File: src/rtl/seven_seg_pkg.sv
// Shared constants, types and helpers for the multi-register 7-segment display driver.
package seven_seg_pkg;

  // All segments off (active-low).
  localparam logic [6:0] SEG_BLANK = 7'h7F;

  // Active-low {g,f,e,d,c,b,a} encoding for hex digits 0..F.
  localparam logic [6:0] HEX_SEG [16] = '{
    7'h40, 7'h79, 7'h24, 7'h30,
    7'h19, 7'h12, 7'h02, 7'h78,
    7'h00, 7'h10, 7'h08, 7'h03,
    7'h46, 7'h21, 7'h06, 7'h0E
  };

  typedef enum logic {MANUAL, AUTO} state_e;

  // Register-select width; never narrower than one bit.
  function automatic int unsigned sel_width(int unsigned n);
    return (n <= 1) ? 1 : $clog2(n);
  endfunction

endpackage

File: src/rtl/seven_segment_multi_display_if.sv
// Bus between the register file / controller and the display driver.
interface seven_segment_multi_display_if import seven_seg_pkg::*; #(
  parameter int unsigned NUM_REGS   = 4,
  parameter int unsigned DATA_W     = 16,
  parameter int unsigned NUM_DIGITS = 8,
  parameter int unsigned SEL_W      = sel_width(NUM_REGS)
) ();

  logic [NUM_REGS*DATA_W-1:0] reg_data;
  logic [SEL_W-1:0]           reg_select;
  logic                       mode_auto;
  logic                       blank_lz;
  logic                       hold;
  logic [NUM_DIGITS*7-1:0]    seg_out;
  logic [SEL_W-1:0]           active_index;
  logic                       index_strobe;

  modport master (
    output reg_data, reg_select, mode_auto, blank_lz, hold,
    input  seg_out, active_index, index_strobe
  );

  modport slave (
    input  reg_data, reg_select, mode_auto, blank_lz, hold,
    output seg_out, active_index, index_strobe
  );

endinterface

File: src/rtl/seg7_hex_decode.sv
// Combinational hex nibble to active-low 7-segment pattern.
module seg7_hex_decode import seven_seg_pkg::*; (
  input  logic [3:0] hex,
  output logic [6:0] seg
);

  assign seg = HEX_SEG[hex];

endmodule

File: src/rtl/seven_segment_multi_display.sv
// Multi-register hex display driver: manual or timed auto-rotation over NUM_REGS
// registers, snapshot of the selected register, registered active-low digit outputs.
module seven_segment_multi_display import seven_seg_pkg::*; #(
  parameter int unsigned NUM_REGS     = 4,
  parameter int unsigned DATA_W       = 16,
  parameter int unsigned NUM_DIGITS   = 8,
  parameter int unsigned DWELL_CYCLES = 50000000,
  parameter int unsigned SHOW_INDEX   = 1
) (
  input logic                          clk_clk,
  input logic                          reset_reset,
  seven_segment_multi_display_if.slave bus
);

  localparam int unsigned SEL_W = sel_width(NUM_REGS);
  localparam int unsigned ND    = DATA_W / 4;
  localparam int unsigned CNT_W = $clog2(DWELL_CYCLES);

  localparam logic [CNT_W-1:0] DWELL_LAST = CNT_W'(DWELL_CYCLES - 1);
  localparam logic [SEL_W-1:0] IDX_LAST   = SEL_W'(NUM_REGS - 1);

  state_e                  state_q, state_d;
  logic [CNT_W-1:0]        dwell_q, dwell_d;
  logic [SEL_W-1:0]        index_q, index_d;
  logic                    strobe_q, strobe_d;
  logic [DATA_W-1:0]       snap_q, snap_d;
  logic [NUM_DIGITS*7-1:0] seg_q, seg_d;

  logic                    sel_ok;
  logic [3:0]              idx_nib;
  logic [6:0]              idx_seg;
  logic [6:0]              dec_seg [ND];
  int                      msn;

  assign sel_ok  = 32'(bus.reg_select) < NUM_REGS;
  assign idx_nib = 4'(index_q);

  // Mode FSM, dwell counter and index selection.
  always_comb begin
    state_d = bus.mode_auto ? AUTO : MANUAL;
    dwell_d = dwell_q;
    index_d = index_q;
    case (state_q)
      MANUAL: begin
        // Counter sits at zero so rotation starts a full dwell after entering AUTO.
        dwell_d = '0;
        if (!bus.hold && sel_ok) index_d = bus.reg_select;
      end
      AUTO: begin
        if (!bus.hold) begin
          if (dwell_q == DWELL_LAST) begin
            dwell_d = '0;
            index_d = (index_q == IDX_LAST) ? '0 : index_q + SEL_W'(1);
          end else begin
            dwell_d = dwell_q + CNT_W'(1);
          end
        end
      end
      default: ;
    endcase
    strobe_d = (index_d != index_q);
    snap_d   = bus.hold ? snap_q : bus.reg_data[index_q*DATA_W +: DATA_W];
  end

  // Per-digit hex decoders plus one for the index digit.
  for (genvar g = 0; g < ND; g++) begin : g_dec
    seg7_hex_decode u_dec (
      .hex (snap_q[g*4 +: 4]),
      .seg (dec_seg[g])
    );
  end

  seg7_hex_decode u_idx_dec (
    .hex (idx_nib),
    .seg (idx_seg)
  );

  // Locate the most significant non-zero nibble (0 when the snapshot is zero).
  always_comb begin
    msn = 0;
    for (int i = 0; i < ND; i++) begin
      if (snap_q[i*4 +: 4] != 4'h0) msn = i;
    end
  end

  // Assemble the digit image: data digits, optional blanking, optional index digit.
  always_comb begin
    seg_d = {NUM_DIGITS{SEG_BLANK}};
    for (int i = 0; i < ND; i++) begin
      seg_d[i*7 +: 7] = (bus.blank_lz && (i > msn)) ? SEG_BLANK : dec_seg[i];
    end
    if (SHOW_INDEX != 0) seg_d[(NUM_DIGITS-1)*7 +: 7] = idx_seg;
  end

  // State and output registers; reset blanks the display immediately.
  always_ff @(posedge clk_clk or posedge reset_reset) begin
    if (reset_reset) begin
      state_q  <= MANUAL;
      dwell_q  <= '0;
      index_q  <= '0;
      strobe_q <= 1'b0;
      snap_q   <= '0;
      seg_q    <= {NUM_DIGITS{SEG_BLANK}};
    end else begin
      state_q  <= state_d;
      dwell_q  <= dwell_d;
      index_q  <= index_d;
      strobe_q <= strobe_d;
      snap_q   <= snap_d;
      seg_q    <= seg_d;
    end
  end

  assign bus.seg_out      = seg_q;
  assign bus.active_index = index_q;
  assign bus.index_strobe = strobe_q;

endmodule

File: src/flat_wrapper.sv
// flat-port wrapper written by rule: the top's interface ports become plain ports
module seven_segment_multi_display_flat import seven_seg_pkg::*;
#(
  parameter int unsigned NUM_REGS     = 4,
  parameter int unsigned DATA_W       = 16,
  parameter int unsigned NUM_DIGITS   = 8,
  parameter int unsigned DWELL_CYCLES = 50000000,
  parameter int unsigned SHOW_INDEX   = 1
)
  (clk_clk, reset_reset, bus_reg_data, bus_reg_select, bus_mode_auto, bus_blank_lz, bus_hold, bus_seg_out, bus_active_index, bus_index_strobe);
  seven_segment_multi_display_if #(.NUM_REGS(NUM_REGS), .DATA_W(DATA_W), .NUM_DIGITS(NUM_DIGITS)) bus_i ();
  input logic clk_clk;
  input logic reset_reset;
  input wire logic [$bits(bus_i.reg_data)-1:0] bus_reg_data;
  input wire logic [$bits(bus_i.reg_select)-1:0] bus_reg_select;
  input wire logic [$bits(bus_i.mode_auto)-1:0] bus_mode_auto;
  input wire logic [$bits(bus_i.blank_lz)-1:0] bus_blank_lz;
  input wire logic [$bits(bus_i.hold)-1:0] bus_hold;
  output wire logic [$bits(bus_i.seg_out)-1:0] bus_seg_out;
  output wire logic [$bits(bus_i.active_index)-1:0] bus_active_index;
  output wire logic [$bits(bus_i.index_strobe)-1:0] bus_index_strobe;
  assign bus_i.reg_data = bus_reg_data;
  assign bus_i.reg_select = bus_reg_select;
  assign bus_i.mode_auto = bus_mode_auto;
  assign bus_i.blank_lz = bus_blank_lz;
  assign bus_i.hold = bus_hold;
  assign bus_seg_out = bus_i.seg_out;
  assign bus_active_index = bus_i.active_index;
  assign bus_index_strobe = bus_i.index_strobe;
  seven_segment_multi_display #(.NUM_REGS(NUM_REGS), .DATA_W(DATA_W), .NUM_DIGITS(NUM_DIGITS), .DWELL_CYCLES(DWELL_CYCLES), .SHOW_INDEX(SHOW_INDEX)) u_core (.clk_clk(clk_clk), .reset_reset(reset_reset), .bus(bus_i));
endmodule
File: config.mk
export PLATFORM = sky130hd
export DESIGN_NAME = seven_segment_multi_display_flat
export DESIGN_NICKNAME = d
export VERILOG_FILES = /design/src/rtl/seven_seg_pkg.sv /design/src/rtl/seven_segment_multi_display_if.sv /design/src/rtl/seg7_hex_decode.sv /design/src/rtl/seven_segment_multi_display.sv /design/src/flat_wrapper.sv
export SDC_FILE = /design/constraint.sdc
export NUM_CORES = 1
export LEC_CHECK = 0
export CAP_MARGIN = 10
export CORE_MARGIN = 1
export CORE_UTILIZATION = 45
export CTS_CLUSTER_DIAMETER = 30
export DETAILED_ROUTE_END_ITERATION = 8
export HOLD_SLACK_MARGIN = 0.06
export PLACE_DENSITY = 0.75
export SLEW_MARGIN = 10
export SYNTH_ARGS = -nofsm -noshare
export SYNTH_HDL_FRONTEND = slang
export SYNTH_SLANG_ARGS = --single-unit
File: constraint.sdc
create_clock -name clk_clk -period 3.15 [get_ports clk_clk]
set_input_delay 0.63 -clock clk_clk [delete_from_list [all_inputs] [get_ports clk_clk]]
set_output_delay 0.63 -clock clk_clk [all_outputs]
set_load 0.02 [all_outputs]
### After elaboration in Yosys (flattened, before gate mapping)

Memory sizes are Yosys's and may differ from the RTL's. A register that Yosys moved wholly into a read port is not among the register bits.
Index checks and enable logic that the tools add are counted.

* register bits: 81
* latch bits: 0
* memory bits (writable): 0
* memory bits (read-only): 560
* output and inout port bits: 59
* word-level logic and storage cells: 66
* memories kept: 5

* add/subtract/negate cells: 2
* $mul: 0
* div/mod/pow operators: 0
* $lt $le $gt $ge: 9
* equality and inequality tests: 4
* shift operators: 1
* multiplexer cells: 26
* bitwise operators: 6
* reductions and logical operators: 7

Memories
* (name not given): words 16, bits a word 7, read ports 1, clocked after memory_dff 1, wr ports 0, RTL line seg7_hex_decode.sv:7 `assign seg = HEX_SEG[hex];`
* (name not given): words 16, bits a word 7, read ports 1, clocked after memory_dff 0, wr ports 0, RTL line seg7_hex_decode.sv:7
* (name not given): words 16, bits a word 7, read ports 1, clocked after memory_dff 0, wr ports 0, RTL line seg7_hex_decode.sv:7
* (name not given): words 16, bits a word 7, read ports 1, clocked after memory_dff 0, wr ports 0, RTL line seg7_hex_decode.sv:7
* (name not given): words 16, bits a word 7, read ports 1, clocked after memory_dff 1, wr ports 0, RTL line seg7_hex_decode.sv:7

Operators with widths (number)
* 2-to-1 mux 7 bit: 14
* variable part select 64 x 7 -> 16 bit: 1
* 2-to-1 mux 26 bit: 2
* case mux 26 bit (2 select lines): 1
* adder 26 x 1 -> 26 bit (second input constant): 1
* == test 26 bit (second input constant): 1
* >= comparator 5 bit (second input constant): 5
* NOT 4 -> 5 bit: 4
* 2-to-1 mux 2 bit: 6
* nonzero test 4 bit: 3
* NOT 2 -> 5 bit: 1
* > comparator 1 x 2 -> 1 bit (first input constant): 2
* > comparator 2 bit (first input constant): 2
* logical AND 1 bit: 4
* case mux 2 bit (2 select lines): 1
* adder 2 x 1 -> 2 bit (second input constant): 1
* == test 2 bit (second input constant): 1
* 2-to-1 mux 1 bit: 2
* != test 2 bit: 1
* != test 2 bit (second input constant): 1
* NOT 1 bit: 1

### Longest topological paths before layout

Gate-level depths: netlist of run 1.

* depth after elaboration: 7
* gate-level depth with buffers: 7
* mapped depth without buffers: 6

### Modules after synthesis

Synthesis of run 1 repeated with hierarchy kept, for this count alone.

* cell total of the unflattened synthesis: 489
* area, all modules: 5288.8 um^2

Modules (own cells, without submodules)
* seven_segment_multi_display: times used 1, cells each 328, area each 3913.8 um^2, sequential area each 2070.7 um^2
* seg7_hex_decode at u_core.g_dec[0].u_dec ...: times used 4, cells each 32, area each 275.3 um^2, sequential area each 0.0 um^2
* seg7_hex_decode at u_core.g_dec[1].u_dec: times used 1, cells each 33, area each 274.0 um^2, sequential area each 0.0 um^2

### Least setup slack after synthesis of run 1

No wires, ideal clock.

* path type: input to register
* start point: input bus_hold
* end point: register u_core.dwell_q[25]
* arrival: 2042 ps
* path slack: 1031 ps
* cell stages on the path: 6
* path buffers: 2
* cells stage by stage: buf_2 > and2_1 > or3_4 > buf_6 > or4_1 > a21oi_1

* longest elaborated chain between the ends: 1

RTL lines
* start, declared: RTL line flat_wrapper.sv:18 `input wire logic [$bits(bus_i.hold)-1:0] bus_hold;`
* != test 2 bit (no line)
* end signal, assigned: RTL line seven_segment_multi_display.sv:106 `dwell_q <= dwell_d;`
* end, declared: RTL line seven_segment_multi_display.sv:23 `logic [CNT_W-1:0] dwell_q, dwell_d;`

No other way between the ends.
A chain may end at the register's enable or synchronous reset.

### Worst setup path in the final report of run 1

* start point: register u_core.index_q[0], in the netlist u_core.bus.active_index[0]
* end point: output bus_active_index[0]

RTL lines
* start, declared: RTL line seven_segment_multi_display.sv:24 `logic [SEL_W-1:0] index_q, index_d;`
* start signal, assigned: RTL line seven_segment_multi_display.sv:107 `index_q <= index_d;`
* end, declared: RTL line flat_wrapper.sv:20 `output wire logic [$bits(bus_i.active_index)-1:0] bus_active_index;`

No word-level cell between the ends.

==> flow_summary.ini, run 1 <==
[power_and_ir_drop]
max-vdd-ir-drop_uv = 265.0
pwr-share-comb_pct = 34.5
switching_share_pct = 33.59
net-switching-power_mw = 1.124
clkPwrFrac_pct = 22.3
p_int_mw = 2.222
p_leak_nw = 2.489
p_per_area_mw_per_mm2 = 540.1
seqPwrFrac_pct = 43.2

[setup_path]
critPathBufInv = 1
cp-endpoint = bus_active_index[0]
cpLargestDelayFamily = flip-flops
reg2reg_depth = 5
cp.required_ps = 2520
reg2reg_to = u_core.dwell_q[14]
cpPeakStageDelay_ps = 720
reg2reg_from = u_core.dwell_q[0]
arrival_ps = 1800
worstPathCellList = clkdlybuf4s50_1
cp_slowest_cell = dfrtp_1
worst-path-max-fanout = 11
start_kind = flip-flop
critical_path_depth = 1
crit_path_end_kind = output port
crit_type = reg -> out
r2r_slack_ps = 740
crit_path_start = u_core.bus.active_index[0]

[layout]
area.growth.synth_to_final_pct = 26.17
fin_cells = 733
nets = 691
fill_cells = 939
utilization_pct = 59.21
diodes = 0
final_cell_area_mm2 = 0.006195
drive_gt1_share_pct = 13.57

[clocking]
clockBufferDepth = 2
cts_tree = yes
postCtsResizedCells = 0
ctsHoldBuffers = 0
clock_latency_ps = 360
numCtsBuffers = 9
numClockSinks = 80
root_buffer = clkbuf_8
htree_num_levels = 3
clk_pin_slew_worst_paths_ps = 80
cts_setup_buffers = 0

[run_status]
outcome = completed

[detailed_routing]
wl_per_cell_um = 15.71
first_pass_iters = 4
drt_iter0_markers = 214
met1_length_um = 4928
antenna_left = 0
viasPerCell = 5.538
vias = 4059
wl_um = 11520
route.met2.wl_um = 5543
drc = 0
dr_wl_met3_um = 756
top_layer_used = met4

[timing]
fin_skew_ps = 9.648
worst_pin_slew_ps = 806.4
rsz0062_at_grt = false
report.final.slew_viol_count = 0
max_clock_freq_mhz = 412.0
fin_crit_sh_pct = 77.06
finalSetupTns_ps = 0
hold_viol_final = 0
post-route-min-period_ps = 2427
slew-limit-headroom_pct = 46.24
whs_ps = 467.6
setup_viol = 0

[floorplan]
start_util_pct = 46.93
num_rows = 37
core_area_mm2 = 0.01046
die_w_um = 106.5
io_pins = 130
chipHeight_um = 106.5
dieArea_mm2 = 0.01133

[synth]
synthArstFlopShare_pct = 100.0
synth_warnings = 0
synth_edf_count = 0
synth_compound_area_share_pct = 14.50
synth-simple-area-share_pct = 18.22
synthXorXnorAreaFrac_pct = 1.249
synthAdderAreaFrac_pct = 7.136
synth_top_family_by_area = simple AND/OR/NAND/NOR gates
synth-seq-area-share_pct = 41.64
yosysTopAreaCell = dfrtp_1
yosys-top-cells-count = 64 x nand2_1, 46 x dfrtp_1, 36 x a21oi_1
syn_area_per_cell_um2 = 9.839
yosysTopAreaCellShare_pct = 23.45
synth_top_flop_cell = dfrtp_1
synth_cell_type_count = 57
synthMuxAreaShare_pct = 9.455
synth.most_common_cell = nand2_1
synthCells = 499
ys_ff_latch = 80
synth_area_leaders = dfrtp_1 23%, dfstp_2 18%, mux4_2 7.8%
synth_area_mm2 = 0.004910

[placement]
placed_cells = 717
gp_congestion = 0.8208
dp_hpwl_um = 8472
port_buffers = 108
dpl_cell_area_mm2 = 0.006002

[grt]
grt.total_usage_pct = 21.09
grt_pass1_wl_um = 18670
grt.overflow.total = 0
antenna_found_initial = 0
grt_max_degree = 75
grt_pass1_vias = 3783

[hold_path]
hold_path.class = in -> async

[job]
maxCapViolations = 0
[cells in the final DEF, fill, tap and decap left out, types with 2 or more instances in the layout]
cell type / netlist / layout
nand4_1: 8 / 8
o221ai_1: 2 / 2
or4_1: 13 / 13
ha_1: 28 / 28
nor2_1: 19 / 19
buf_4: 22 / 5
o211ai_1: 4 / 4
a211o_1: 2 / 2
o31ai_1: 13 / 13
dfrtp_1: 46 / 46
a21o_1: 3 / 3
inv_1: 21 / 20
xnor2_1: 7 / 7
or3_1: 10 / 10
nand2b_1: 7 / 7
clkinv_2: 0 / 3
nor4_1: 5 / 5
nor4b_1: 4 / 4
nor2b_1: 4 / 4
a21oi_1: 36 / 36
clkbuf_8: 0 / 10
mux2i_1: 7 / 7
clkdlybuf4s50_1: 0 / 108
mux4_2: 17 / 17
o21ai_0: 31 / 31
o21a_1: 5 / 5
nor3_1: 5 / 5
dfstp_2: 34 / 34
a211oi_1: 6 / 6
nand3_1: 12 / 12
or2_2: 3 / 3
nand2_1: 64 / 64
nor3b_1: 3 / 3
and3_1: 2 / 2
conb_1: 2 / 22
and4b_1: 2 / 2
a31oi_1: 3 / 3
[routing by layer]
metal | vias up | GRT usage, %
met3 | 20 | 4.598
met2 | 151 | 33.72
met4 | 0 | 7.730
met1 | 1958 | 28.12
met5 | - | 0
li1 | 1930 | -
[registers in the layout, summed over array words and instances (netlist names)]
name	flops
u_core.bus.active_index	2
u_core.bus.index_strobe	1
u_core.bus.seg_out	34
u_core.dwell_q	26
u_core.snap_q	16
u_core.state_q	1
[area by class of cell]
class,instances,area [µm²],share of cell area (%)
inverters,22,83.83,1.353
well taps,136,170.2,2.747
clock buffers,12,166.4,2.686
repair buffers,114,1139,18.38
flip-flops and latches,80,2044,33.00
clock inverters,4,26.28,0.4242
multi-input cells,365,2565,41.41
[how the worst min path moves through the flow]
stage,start,to,slack (ps),cells after the start
5_1_grt,reset_reset,u_core.snap_q[1],450,2
3_5_place_dp,u_core.dwell_q[22],u_core.dwell_q[22],570,2
6_report,reset_reset,u_core.snap_q[1],470,2
3_3_place_gp,u_core.dwell_q[23],u_core.dwell_q[23],550,2
4_1_cts,reset_reset,u_core.snap_q[1],460,2
2_1_floorplan,u_core.bus.active_index[0],u_core.bus.seg_out[53],520,0
[kinds of logic (layout without fill, tap and decap cells)]
logic type / after synthesis / after routing
AND/OR/NAND/NOR: 169 / 169
XOR/XNOR: 7 / 7
other: 2 / 22
adder cells (fa/ha/maj): 28 / 28
AO/OA/AOI/OAI: 114 / 114
flip-flops: 80 / 80
multiplexers: 25 / 25
buffers and inverters: 74 / 152
[stage by stage]
step,worst slack [ps],total power [mW]
6_report,722.7,3.346
3_5_place_dp,588.2,2.625
3_3_place_gp,645.6,2.593
2_1_floorplan,524.5,2.159
5_1_grt,555.9,3.548
4_1_cts,696.1,3.372
[power groups by stage]
stage / sequential (mW) / combinational (mW) / clock [mW]
6_report: 1.45 / 1.15 / 0.745
5_1_grt: 1.48 / 1.25 / 0.813
4_1_cts: 1.45 / 1.16 / 0.761
3_5_place_dp: 1.47 / 1.16 / 0
3_3_place_gp: 1.46 / 1.13 / 0
2_1_floorplan: 1.58 / 0.583 / 0
Power figures use the tool's default switching activity.
==> run 2: changes to the inputs <==
- clock period: 3.15 -> 2.5 ns (I/O delays scaled with it)
==> flow_summary.ini, run 2 (synthesis gave the netlist of run 1 again) <==
[detailed_routing]
first_pass_iters = 5
wl_um = 11660
antenna_left = 0
viasPerCell = 5.487
wl_per_cell_um = 15.73
vias = 4066
drc = 0
drt_iter0_markers = 283

[layout]
fill_cells = 885
mostFrequentLayoutCells = 108 x clkdlybuf4s50_1, 64 x nand2_1, 46 x dfrtp_1
area.growth.synth_to_final_pct = 28.52
layout_commonest_cell = clkdlybuf4s50_1
nets = 699
largest_reg_flops = 34
diodes = 0
drive_gt1_share_pct = 14.88

[clocking]
root_buffer = clkbuf_8
clk_pin_slew_worst_paths_ps = 90
numCtsBuffers = 9
clockBufferDepth = 2
cts_setup_buffers = 0
cts_tree = yes
postCtsResizedCells = 0
numClockSinks = 80
htree_num_levels = 3
clock_latency_ps = 360
ctsHoldBuffers = 0

[power_and_ir_drop]
max-vdd-ir-drop_uv = 358.8
p_per_area_mw_per_mm2 = 707.9
p_leak_nw = 2.551

[grt]
grt_pass1_vias = 3822
antenna_found_initial = 0
grt.overflow.total = 0
grt_max_degree = 35
grt_pass1_wl_um = 19010
grt.total_usage_pct = 21.19

[setup_path]
arrival_ps = 2520
cp.required_ps = 2770
worst-path-max-fanout = 15
start_kind = flip-flop
crit_path_end_kind = flip-flop
crit_type = reg -> reg

[timing]
fin_crit_sh_pct = 89.93
fin_ws_ps = 251.8
hold_viol_final = 0
report.final.slew_viol_count = 0
setup_viol = 0
rsz0062_at_grt = false
slew-limit-headroom_pct = 62.98
post-route-min-period_ps = 2248
max_clock_freq_mhz = 444.8
finalSetupTns_ps = 0
fin_skew_ps = 12.86
worst_pin_slew_ps = 555.3

[job]
maxCapViolations = 0

[hold_path]
hold_path.class = in -> async

[floorplan]
chipHeight_um = 106.5
start_util_pct = 46.93
dieArea_mm2 = 0.01133
core_area_mm2 = 0.01046
num_rows = 37
die_w_um = 106.5
io_pins = 130

[run_status]
outcome = completed

[placement]
port_buffers = 108
place_ws_ps = 90.15
dp_hpwl_um = 8564
gp_congestion = 0.9161
-- run 2: changes by cell type in the layout (fill, tap and decap cells not counted) --
cell | previous run | this run
clkinv_2 | 3 | 1
buf_4 | 5 | 13
clkbuf_1 | 1 | 0
bufinv_16 | 0 | 2
inv_6 | 0 | 1
-- run 2: final cells by class --
| type | count | area [µm²] | area share, % |
|---|---|---|---|
| multi-input combinational | 365 | 2565 | 40.65 |
| sequential | 80 | 2044 | 32.40 |
| timing repair buffer | 122 | 1199 | 19.00 |
| tap | 136 | 170.2 | 2.697 |
| clock buffer | 11 | 162.7 | 2.578 |
| clock inverter | 5 | 85.08 | 1.348 |
| inverter | 22 | 83.83 | 1.329 |
-- run 2: critical path: stages (launching register included) --
cell	delay, ps
dfrtp_1	430
ha_1	180
nand3_1	190
or4_4	670
or4_1	520
a21oi_1	160
-- run 2: power breakdown --
group          total, mW  internal [mW]  switching [mW]
clock               1.17          0.656           0.511
combinational       1.49          0.747           0.742
sequential          1.81           1.62           0.191
-- run 2: metal layers --
metal | track usage, % | up-vias | part of all wire, %
li1 | - | 1964 | -
met1 | 29.01 | 1930 | 44
met2 | 34.23 | 151 | 47
met3 | 3.188 | 21 | 6.9
met4 | 7.534 | 0 | 2.0
met5 | 0 | - | 0
-- run 2: through the flow --
step,power (mW),util [%],instance area (µm²),hold WS [ps],instances
floorplan,2.720,-,4985,515.2,519
detailed placement,3.322,57.94,6062,566.0,725
global route,4.705,60.31,6310,541.8,741
global placement,3.287,57.94,6062,557.0,725
finish,4.467,60.31,6310,497.2,741
CTS,4.495,60.31,6310,498.9,741
-- run 2: worst paths after layout --
path / to / slack (ps) / cells after the start / start
min reg2reg: u_core.dwell_q[1] / 580 / 2 / u_core.dwell_q[1]
max reg2reg: u_core.dwell_q[22] / 250 / 5 / u_core.dwell_q[0]
min in group clk_clk: u_core.state_q / 580 / 1 / bus_mode_auto
max in group asynchronous: u_core.bus.seg_out[53] / 1340 / 3 / reset_reset
max: u_core.dwell_q[22] / 250 / 5 / u_core.dwell_q[0]
min: u_core.snap_q[13] / 500 / 2 / reset_reset
